==> src/rtl/pipe_stage_reg.sv <==
// pipe_stage_reg: valid/ready pipeline stage register with 2-entry skid buffer and masked flush.
// Define PIPE_STAGE_STATS_EN to add the saturating StallCnt output.
module pipe_stage_reg #(
    parameter int                DATA_W   = 64,
    parameter logic [DATA_W-1:0] CLR_MASK = {DATA_W{1'b1}},
    parameter bit                SKID     = 1'b1
) (
    input  logic              CLK,
    input  logic              ResetN,
    input  logic              EN,
    input  logic              CLR,
    input  logic              InValid,
    output logic              InReady,
    input  logic [DATA_W-1:0] InData,
    output logic              OutValid,
    input  logic              OutReady,
    output logic [DATA_W-1:0] OutData,
    output logic [1:0]        Occupancy
`ifdef PIPE_STAGE_STATS_EN
    ,
    output logic [31:0]       StallCnt
`endif
);
    typedef enum logic [1:0] {EMPTY = 2'd0, ONE = 2'd1, TWO = 2'd2} state_e;
    state_e            state_q, state_d;
    logic [DATA_W-1:0] main_q, main_d, skid_q, skid_d;
    logic              rdy_q;
    logic              accept, drain;
    // rdy_q holds InReady low through reset and while the skid entry is occupied
    assign InReady   = rdy_q & EN & (SKID || state_q == EMPTY || OutReady);
    assign OutValid  = (state_q != EMPTY) & EN;
    assign OutData   = main_q;
    assign Occupancy = state_q;
    assign accept    = InValid & InReady & ~CLR;
    assign drain     = OutValid & OutReady & ~CLR;
    always_comb begin
        state_d = state_q;
        main_d  = main_q;
        skid_d  = skid_q;
        if (CLR) begin
            state_d = EMPTY;
            main_d  = main_q & ~CLR_MASK;
            skid_d  = skid_q & ~CLR_MASK;
        end else begin
            case (state_q)
                EMPTY: if (accept) begin
                    state_d = ONE;
                    main_d  = InData;
                end
                ONE: if (accept && drain) begin
                    main_d = InData;
                end else if (accept) begin
                    state_d = TWO;
                    skid_d  = InData;
                end else if (drain) begin
                    state_d = EMPTY;
                end
                TWO: if (drain) begin
                    state_d = ONE;
                    main_d  = skid_q;
                end
                default: state_d = EMPTY;
            endcase
        end
    end
    always_ff @(posedge CLK or negedge ResetN) begin
        if (!ResetN) begin
            state_q <= EMPTY;
            main_q  <= '0;
            skid_q  <= '0;
            rdy_q   <= 1'b0;
        end else begin
            state_q <= state_d;
            main_q  <= main_d;
            skid_q  <= skid_d;
            rdy_q   <= state_d != TWO;
        end
    end
`ifdef PIPE_STAGE_STATS_EN
    logic [31:0] stall_q, stall_d;
    logic        stall;
    assign stall    = (OutValid & ~OutReady) | (~EN & (state_q != EMPTY));
    assign stall_d  = (stall && stall_q != '1) ? stall_q + 32'd1 : stall_q;
    assign StallCnt = stall_q;
    always_ff @(posedge CLK or negedge ResetN) begin
        if (!ResetN) stall_q <= '0;
        else         stall_q <= stall_d;
    end
`endif
endmodule

==> config.mk <==
export PLATFORM = sky130hd
export DESIGN_NAME = pipe_stage_reg
export DESIGN_NICKNAME = d
export VERILOG_FILES = /design/src/rtl/pipe_stage_reg.sv
export SDC_FILE = /design/constraint.sdc
export NUM_CORES = 1
export LEC_CHECK = 0
export ABC_AREA = 1
export CELL_PAD_IN_SITES_DETAIL_PLACEMENT = 1
export CELL_PAD_IN_SITES_GLOBAL_PLACEMENT = 2
export CORE_AREA = 4 4 161 163
export DETAILED_ROUTE_END_ITERATION = 7
export DIE_AREA = 0 0 165 167
export GPL_TIMING_DRIVEN = 0
export PLACE_DENSITY_LB_ADDON = 0.25
export SLEW_MARGIN = 20
export SYNTH_ARGS = -nofsm -noshare
export SYNTH_HDL_FRONTEND = slang
export SYNTH_SLANG_ARGS = --single-unit
==> constraint.sdc <==
create_clock -name CLK -period 1.6 [get_ports CLK]
set_input_delay 0.32 -clock CLK [delete_from_list [all_inputs] [get_ports CLK]]
set_output_delay 0.32 -clock CLK [all_outputs]
set_load 0.005 [all_outputs]
Word level (Yosys, flattened, before mapping)
Cells that the tools add are included.
Widths: inputs -> output; s select.
Word-level totals
  register bits after elaboration: 131
  bits of input ports: 70
  output and inout bits: 68
  word-level logic and storage cells: 41
Cells by class
  equal/unequal tests: 7
  mux-type cells: 15
  bitwise operators: 7
  reduce and logical (&&, ||, !) cells: 8
Operators by type and width (number)
  $mux 64: 7
  $pmux 64 s3: 1
  $mux 2: 6
  $ne 3x3->1 const B: 3
  $and 1x1->1: 6
  $pmux 2 s3: 1
  $reduce_bool 2->1: 3
  $ne 2x2->1 const B: 2
  $reduce_and 4->1: 1
  $reduce_bool 4->1: 1
  $reduce_and 3->1: 1
  $eq 2x1->1 const B: 1
  $eq 2x2->1 const B: 1
  $logic_not 2->1: 1
  $logic_and 1x1->1: 1
  $not 1->1: 1

Longest topological paths before layout
  depth in word-level cells: 10
  mapped depth: 9

Worst setup path after synthesis
Ideal clock, no wire load.
  path kind: reg2reg
  from: reg state_q[0] (netlist: Occupancy[0])
  to: reg main_q[0] (netlist: OutData[0])
  library setup time: 117 ps
  arrival time: 1198 ps
  setup slack: 285 ps
  stages on the path, launching flop included: 9
  path buffers: 2
  period minus slack after synthesis: 1315 ps
  path through: dfrtp_1 inv_2 nand2_2 nand3_2 nand3_2 buf_4 clkbuf_8 nand4_1 nand2_1
On the way
  word-level cells in the longest chain between the ends: 7
  elaborated cells between the ends (all ways): 15
  classes of those cells: eq/ne: 5; mux: 2; bitwise: 3; reduce/logical: 5
Ends and longest elaborated chain
  start, declared: line 25  | state_e state_q, state_d;
  start signal, assigned: line 73  | state_q <= state_d;
  $reduce_bool 2->1: line 31  | assign OutValid = (state_q != EMPTY) & EN;
  $and 1x1->1: line 31
  $and 1x1->1 (2 in a row): line 35  | assign drain = OutValid & OutReady & ~CLR;
  $logic_and 1x1->1: line 50  | ONE: if (accept && drain) begin
  $ne 3x3->1 (no line)
  $reduce_and 4->1 (no line)
  end signal, assigned: line 74  | main_q <= main_d;
  end, declared: line 26  | logic [DATA_W-1:0] main_q, main_d, skid_q, skid_d;
Several ways; a longest one is shown, not always the timed one.
A chain may end at the register's enable or synchronous reset.

Worst setup path after layout
  from: reg state_q[0] (netlist: Occupancy[0])
  to: out OutValid
On the way
  word-level cells in the longest chain between the ends: 2
Ends and longest elaborated chain
  $reduce_bool 2->1: line 31
  $and 1x1->1: line 31
  end, declared: line 15  | output logic OutValid,
No other way between the ends.

==> metrics.yaml <==
run_status:
  status: "finished with violations"
  violations: "negative setup slack"
logic_synthesis:
  yosys.area_share.simple: 0.358
  synth_seq_area_share: 0.469
  synth_area_mm2: 0.00699
  synthMuxAreaShare: 0
  synthXorXnorAreaFrac: 0
  syn_area_per_cell_um2: 7.44
  synth_seq_cells: 131
  yosys.area.top_type: "dfrtp_1"
  synthesis.nets: 1009
  yosys.area_share.adder: 0
  yosys.area.top_type_share: 0.469
  yosys_warnings: 0
  synth-compound-area-share: 0.0480
  syn_inst: 939
  ys_types: 23
  synth_top_family_by_area: "simple AND/OR/NAND/NOR gates"
  synth_top_cells_by_area: "dfrtp_1, nand2_1, nor2_1"
sta:
  slew_viol_final: 0
  worst_slack_ns: -0.0352
  rsz0062_at_grt: "true"
  hold_viol: 0
  min_period_over_period: 1.02
  tightest_slew_ns: 0.540
  fmax_mhz: 612
  finalCriticalPeriod_ns: 1.64
  finalSetupViolations: 1
  max_slew_margin: 0.640
  skew_ns: 0.00681
global_route:
  grt_max_degree: 68
  antenna_found_initial: 0
  track_usage: 0.168
  grt_pass1_wl_um: 36800
  grt_overflow_total: 0
  grt_pass1_vias: 6750
routing:
  wl_um: 22700
  dr_total_vias: 6451
  dr.pass1.iters: 4
  drcViolationCount: 0
  ant_nets: 0
  drt_iter0_drc: 237
  wl_per_cell_um: 15.7
  routed_via_density: 4.46
floorplanning:
  start_util: 0.287
  die_y_um: 167
  io_pins: 138
  std_cell_rows: 57
  die_area_mm2: 0.0276
  die_x_um: 165
  core-area_mm2: 0.0243
job:
  drv_cap: 0
setup_path:
  endpoint_kind: "output pin"
  arrival_ns: 1.32
  crit_chain: "inv_4, nand2_4, inv_4, nor2_4, clkdlybuf4s15_1"
  cp_slowest_cell: "dfrtp_2"
  crit_top_cell: "inv_4"
  cp_top_family: "flip-flops"
  worst-path-max-fanout: 4
  path_buf_inv: 3
  cpPeakStageDelay_ns: 0.40
  crit_path_start_kind: "flip-flop"
  crit_type: "flip-flop to output pin"
  cp.required_ns: 1.28
cts:
  max-clock-path-buffers: 2
  cts_tree: "done"
  clk_latency_ns: 0.41
  htree_num_levels: 4
  ctsRootBufferMaster: "clkbuf_16"
  cts.sinks: 131
  clk_pin_slew_worst_paths_ns: 0.06
  cts_made_buffers: 17
final_layout:
  fin_nets: 1181
  insertedDiodeCount: 0
  drive_gt1_frac: 0.120
  final_common_cell: "nand2_1"
  syn2layout_area_growth_pct: 37.9
  multi_input_comb_area_mm2: 0.00286
  design_area_mm2: 0.00964
  final_cell_mix: "nand2_1, nor2_1, dfrtp_1, inv_1"
  regArea_mm2: 0.00328
  nFillCells: 2979
  final_util: 0.396
place:
  placed_area_mm2: 0.00880
  io_buffers: 137
  place_congestion: 0.763
  place_hpwl_um: 15600
power:
  finalPower_mw: 9.65
  vdd_drop_max_v: 0.000534
  p_leak_nw: 5.39
  powerDensity_mw_per_mm2: 1000
hold_path:
  hp-class: "input pin to async pin"
## per-layer routing
metal,up-vias,global-route usage,wire length (um)
li1,3271,-,-
met1,3062,0.238,10900
met2,114,0.270,10800
met3,4,0.0309,864
met4,0,0.0333,87
met5,-,0,0
## synth_stat cells
cell,instances
nand2_1,261
nor2_1,259
dfrtp_1,131
inv_1,70
nand4_1,66
o21ai_1,60
buf_6,31
buf_2,17
clkbuf_1,7
clkbuf_8,6
o21ai_0,5
buf_1,3
buf_4,3
nand2_2,3
nand3_4,3
a21oi_1,2
inv_2,2
nand2_4,2
nand3_1,2
nand3_2,2
nor2_2,2
buf_12,1
inv_4,1
## cell families (layout without fill, tap and decap cells)
family / after synthesis / in the layout
buf+inv: 141 / 326
compound gates: 67 / 67
simple gates: 600 / 600
flops: 131 / 131
## flip-flops by register name, summed over array words and instances, names as in the netlist
name	flops
Occupancy	2
OutData	64
rdy_q	1
skid_q	64
## through the flow
step           hold WS (ns)  worst slack, ns  TNS (ns)  cells
2_1_floorplan        0.0244            0.285         0    939
3_3_place_gp          0.455            -5.83   -828.73   1400
3_5_place_dp          0.311           -0.579    -67.71   1401
4_1_cts               0.458          -0.0508   -0.0508   1443
5_1_grt               0.473           -0.114    -0.278   1448
6_report              0.444          -0.0352   -0.0352   1448
## layout make-up
class | count | area share
Buffer | 67 | 0.0722
Clock inverter | 11 | 0.0183
Multi-Input combinational cell | 667 | 0.297
Timing Repair Buffer | 154 | 0.153
Inverter | 73 | 0.0292
Clock buffer | 21 | 0.0478
Tap cell | 324 | 0.0421
Sequential cell | 131 | 0.340
## where the power goes
group	total [mW]	internal, mW	switching [mW]
sequential	3.80	3.63	0.168
clock	4.26	2.70	1.55
combinational	1.59	0.762	0.833
## timing repair
item                                    in CTS  in global routing
gates resized for setup                     96                 29
pin swaps                                    2                  0
endpoints found under the hold margin       64                  0
buffers inserted                             9                  6
endpoints found under the setup margin     184                 81
hold buffers                                 1                  0
## worst paths after layout
kind | end | slack [ns] | startpoint | depth (start not counted)
hold reg to reg | OutData[49] | 0.46 | OutData[49] | 2
hold / removal | OutData[49] | 0.44 | ResetN | 2
setup reg to reg | OutData[60] | 0.09 | Occupancy[1] | 9
setup / recovery | OutValid | -0.04 | Occupancy[0] | 5
min in group CLK | OutData[49] | 0.46 | OutData[49] | 2
max in group asynchronous | skid_q[23] | 0.41 | ResetN | 3
Note: power is estimated with default switching activity, not from simulation.
